## config.mk

```make
export PLATFORM = sky130hd
export DESIGN_NAME = register_file
export DESIGN_NICKNAME = d
export VERILOG_FILES = /design/src/rtl/riscv_pkg.sv /design/src/rtl/regfile_read_port.sv /design/src/rtl/register_file.sv
export SDC_FILE = /design/constraint.sdc
export NUM_CORES = 2
export LEC_CHECK = 0
export CORE_MARGIN = 4
export CORE_UTILIZATION = 30
export CTS_CLUSTER_DIAMETER = 50
export CTS_CLUSTER_SIZE = 28
export DETAILED_ROUTE_END_ITERATION = 10
export REMOVE_ABC_BUFFERS = 1
export SYNTH_ARGS = -nofsm -noshare
export SYNTH_HDL_FRONTEND = slang
export SYNTH_SLANG_ARGS = --single-unit
export TNS_END_PERCENT = 50
```

## constraint.sdc

```tcl
create_clock -name clk -period 2.65 [get_ports clk]
set_clock_uncertainty 0.15 [all_clocks]
set_input_delay 0.53 -clock clk [delete_from_list [all_inputs] [get_ports clk]]
set_output_delay 0.53 -clock clk [all_outputs]
set_load 0.02 [all_outputs]
```

## src/rtl/riscv_pkg.sv

```systemverilog
// Shared RV32I core definitions: XLEN, register index width and the word/address types.
package riscv_pkg;

  localparam int XLEN       = 32;
  localparam int REG_ADDR_W = 5;

  typedef logic [XLEN-1:0]       word_t;
  typedef logic [REG_ADDR_W-1:0] reg_addr_t;

  function automatic logic is_x0(input reg_addr_t addr);
    return addr == '0;
  endfunction

endpackage

```

## src/rtl/regfile_read_port.sv

```systemverilog
// One asynchronous register-file read port: x0 zero-check and optional write-first
// forwarding, enabled by defining REGFILE_BYPASS_EN.
module regfile_read_port
  import riscv_pkg::*;
#(
  parameter int DATA_WIDTH = XLEN,
  parameter int ADDR_WIDTH = REG_ADDR_W,
  parameter int DEPTH      = 2 ** ADDR_WIDTH
) (
  input  logic                  rst,
  input  logic [ADDR_WIDTH-1:0] ra,
  input  logic [DATA_WIDTH-1:0] contents [DEPTH],
  input  logic                  we,
  input  logic [ADDR_WIDTH-1:0] wa,
  input  logic [DATA_WIDTH-1:0] wd,
  output logic [DATA_WIDTH-1:0] rd
);

`ifdef REGFILE_BYPASS_EN
  localparam bit BYPASS = 1'b1;
`else
  localparam bit BYPASS = 1'b0;
`endif

  logic fwd_hit;

  // The x0 check sits ahead of forwarding so a write aimed at x0 never leaks out.
  always_comb begin
    fwd_hit = BYPASS && we && !rst && (wa == ra);
    if (ra == '0)
      rd = '0;
    else if (fwd_hit)
      rd = wd;
    else
      rd = contents[ra];
  end

endmodule

```

## src/rtl/register_file.sv

```systemverilog
// RV32I integer register file: 32 x XLEN, two combinational read ports, one synchronous
// write port, x0 hardwired to zero. REGFILE_BYPASS_EN enables write-first forwarding.
module register_file
  import riscv_pkg::*;
#(
  parameter int DATA_WIDTH = XLEN,
  parameter int ADDR_WIDTH = REG_ADDR_W
) (
  input  logic                  clk,
  input  logic                  rst,
  input  logic                  we,
  input  logic [ADDR_WIDTH-1:0] wa,
  input  logic [DATA_WIDTH-1:0] wd,
  input  logic [ADDR_WIDTH-1:0] ra1,
  input  logic [ADDR_WIDTH-1:0] ra2,
  output logic [DATA_WIDTH-1:0] rd1,
  output logic [DATA_WIDTH-1:0] rd2
);

  localparam int DEPTH = 2 ** ADDR_WIDTH;

  logic [DATA_WIDTH-1:0] mem      [1:DEPTH-1];
  logic [DATA_WIDTH-1:0] contents [DEPTH];

  // x0 has no storage; reset wins over a simultaneous write.
  always_ff @(posedge clk) begin
    if (rst) begin
      for (int unsigned i = 1; i < DEPTH; i++)
        mem[i[ADDR_WIDTH-1:0]] <= '0;
    end else if (we && wa != '0) begin
      mem[wa] <= wd;
    end
  end

  always_comb begin
    contents[0] = '0;
    for (int unsigned i = 1; i < DEPTH; i++)
      contents[i[ADDR_WIDTH-1:0]] = mem[i[ADDR_WIDTH-1:0]];
  end

  regfile_read_port #(
    .DATA_WIDTH (DATA_WIDTH),
    .ADDR_WIDTH (ADDR_WIDTH),
    .DEPTH      (DEPTH)
  ) u_port1 (
    .rst      (rst),
    .ra       (ra1),
    .contents (contents),
    .we       (we),
    .wa       (wa),
    .wd       (wd),
    .rd       (rd1)
  );

  regfile_read_port #(
    .DATA_WIDTH (DATA_WIDTH),
    .ADDR_WIDTH (ADDR_WIDTH),
    .DEPTH      (DEPTH)
  ) u_port2 (
    .rst      (rst),
    .ra       (ra2),
    .contents (contents),
    .we       (we),
    .wa       (wa),
    .wd       (wd),
    .rd       (rd2)
  );

endmodule

```

==> results.py <==
metrics = {
    "clock_network": {
        "cts_root_buf": "clkbuf_16",
        "cts.sinks": 992,
        "cts_buffers": 90,
        "cts_hold_buf": 0,
        "cts_tree": "built",
        "clk_path_buf_depth": 3,
        "clk_pin_slew_ps": 90,
        "htreeDepth": 3,
    },
    "critical_path": {
        "cp-start-kind": "register",
        "crit_required_ps": 1970,
        "cp_max_fo": 2,
        "path_class": "reg2out",
        "path_cells": "mux4_2 -> a22o_1 -> a31oi_4 -> buf_6 -> nor3_4 -> buf_6",
        "crit_slowest_cell": "mux4_2",
        "critPathMostFrequentCell": "buf_6",
        "crit_arrival_ps": 2590,
        "crit_path_max_incr_delay_ps": 530,
        "cp-end-kind": "primary output",
    },
    "routing": {
        "via_per_inst": 5.449,
        "routed_wl_microns": 194600,
        "ant_nets": 0,
        "drt_pass1_iterations": 7,
        "wl_per_cell_microns": 28.14,
        "drc_errors": 0,
        "vias": 37690,
        "drtIter0Drc": 4113,
    },
    "sta": {
        "tightest_slew_ps": 708.9,
        "report.final.slew_viol_count": 0,
        "relSlewSlack_pct": 52.38,
        "hold_viol": 0,
        "setup_violations": 64,
        "worst_slack_ps": -623.2,
        "rsz0062_at_grt": "true",
        "whs_ps": 607.1,
        "min_period_ps": 3273,
        "fmax_mhz": 305.5,
        "period_share_pct": 123.5,
    },
    "global_route": {
        "antenna_found_initial": 15,
        "grt_pass1_vias": 38163,
        "grt_max_degree": 46,
        "track_usage_pct": 20.51,
        "grt_first_pass_wirelength_microns": 276200,
        "grt-ovfl-total": 0,
    },
    "finish": {
        "fin_cells": 6917,
        "area_delta_synth_final_pct": 28.48,
        "largest_reg_flops": 992,
        "layout.nets": 4541,
        "layout-drive-gt1-share_pct": 30.49,
        "ff_latch_area_sq_mm": 0.02979,
        "multi_input_area_sq_mm": 0.02406,
        "fin_area_sq_mm": 0.06866,
        "n_fill_cell": 16308,
        "top_register": "mem",
        "final_util_pct": 38.86,
        "reg.largest.list": "mem: 992 flops",
    },
    "yosys": {
        "yosysWarnings": 0,
        "synth_top_family_by_area": "multiplexers",
        "ys_async_sr_fraction_pct": 0,
        "ys_ff_latch": 992,
        "synth_area_sq_mm": 0.05344,
        "yosysMostFrequentCell": "and2_1",
        "synth_seq_area_share_pct": 55.74,
        "synth_fa_ha_area_share_pct": 0,
        "synth_xor_xnor_area_share_pct": 0,
        "synth_compound_gate_area_share_pct": 6.733,
        "synth_top_area_share_pct": 55.74,
        "synthMuxAreaShare_pct": 18.73,
        "synth_commonest_cells": "994 x and2_1, 992 x edfxtp_1, 638 x mux2i_1, 285 x clkbuf_1, 256 x o22ai_1",
        "yosysUniqueCellTypes": 39,
        "yosysTopAreaCell": "edfxtp_1",
        "synth_edf_count": 992,
        "postSynthCellCount": 4084,
        "ys_top_cells_by_area": "edfxtp_1 56%, mux2i_1 12%, and2_1 12%",
        "postSynthAreaPerCell_sq_um": 13.09,
        "ys.flop_type": "edfxtp_1",
        "yosys.area_share.simple_pct": 14.93,
    },
    "power": {
        "ir_drop_uv": 531.3,
        "p_leak_nw": 25.57,
        "power_density_mw_per_mm2": 573.5,
    },
    "floorplan": {
        "chipHeight_microns": 430.1,
        "row_count": 154,
        "initial_core_util_pct": 30.25,
        "core_area_sq_mm": 0.1767,
        "pin_count": 114,
        "die-area_sq_mm": 0.1850,
        "die_w_microns": 430.1,
    },
    "place": {
        "pre_cts_slack_ps": -1612,
        "portBuffers": 113,
        "dp_hpwl_microns": 126900,
        "dpl_cell_area_sq_mm": 0.06127,
        "dp.cells": 6665,
        "gp_congestion": 0.8970,
    },
    "run_status": {
        "violations": "negative setup slack",
        "status": "complete, but fails checks",
    },
    "job": {
        "drv_cap": 0,
    },
    "worst_hold_path": {
        "holdCritPathClass": "in2reg",
    },
}
==> cell families after synthesis <==
logic type / Yosys count
AO/OA/AOI/OAI: 512
buffers and inverters: 432
multiplexers: 831
AND/OR/NAND/NOR: 1317
flip-flops: 992
==> metal layers <==
metal / wire length, microns / track usage (%)
met3: 16140 / 3.316
met1: 73480 / 25.49
met5: 13 / 0
met4: 10170 / 9.683
met2: 94850 / 34.87
==> through the flow <==
step           power, mW  TNS, ps
6_report           39.38   -29340
5_1_grt            40.48   -31790
4_1_cts            39.29   -31050
3_5_place_dp       24.51  -174430
3_3_place_gp       24.44  -156760
2_1_floorplan      21.06  -167660
==> repair_timing <==
| action | in CTS | in global routing |
|---|---|---|
| gates resized for setup | 440 | 127 |
| cloned | 19 | 3 |
| endpoints found under the setup margin | 64 | 64 |
| pin swaps | 115 | 74 |
| setup buffers | 71 | 33 |
==> power by group <==
group | switching (mW) | internal (mW)
logic | 3.68 | 2.97
registers | 0.430 | 18.1
clock network | 7.21 | 7.00
total | 11.3 | 28.1
==> path summary, 6_finish.rpt <==
check | slack [ps] | start | to | cells after the start
max | -620 | mem[15][22] | rd1[22] | 6
min | 610 | wd[11] | mem[17][11] | 3
==> layout by cell type, fill, tap and decap left out, types with 10 or more instances in the layout <==
| master | netlist | layout |
|---|---|---|
| nor2_4 | 0 | 20 |
| nor3_4 | 0 | 32 |
| inv_8 | 0 | 15 |
| nor2b_1 | 37 | 19 |
| buf_16 | 0 | 28 |
| a21oi_1 | 32 | 22 |
| nor4_4 | 0 | 26 |
| clkinv_8 | 0 | 11 |
| clkbuf_16 | 0 | 93 |
| nor3_1 | 159 | 95 |
| buf_12 | 0 | 137 |
| mux2i_1 | 638 | 632 |
| o22ai_1 | 256 | 224 |
| o22ai_2 | 0 | 32 |
| nor2_2 | 2 | 11 |
| buf_6 | 16 | 77 |
| and2_1 | 994 | 992 |
| a22o_4 | 0 | 21 |
| a221o_1 | 63 | 63 |
| a211oi_2 | 0 | 19 |
| buf_4 | 58 | 439 |
| a22oi_2 | 0 | 11 |
| a211oi_4 | 0 | 11 |
| buf_8 | 2 | 12 |
| mux2_2 | 64 | 64 |
| nor2b_4 | 0 | 18 |
| mux4_2 | 129 | 129 |
| a22o_1 | 31 | 10 |
| or2_2 | 35 | 32 |
| edfxtp_1 | 992 | 992 |
| a31oi_4 | 0 | 22 |
| nor3_2 | 0 | 32 |
| a22oi_1 | 64 | 53 |
| clkdlybuf4s50_1 | 0 | 39 |
==> cell type report <==
class / count / share of cell area, %
sequential: 992 / 43.38
multi-input combinational: 2660 / 35.05
timing repair buffer: 747 / 12.55
tap: 2340 / 4.264
clock buffer: 93 / 3.296
clock inverter: 76 / 1.423
antenna: 9 / 0.03280
==> critical path, delay by kind of cell (launching register included) <==
family | cells | cell delay [ps]
and+or+nand+nor | 1 | 50
AOI/OAI and AO/OA | 2 | 570
buffers and inverters | 2 | 310
muxes | 1 | 530
DFF | 1 | 400
(Power assumes the default switching activity.)
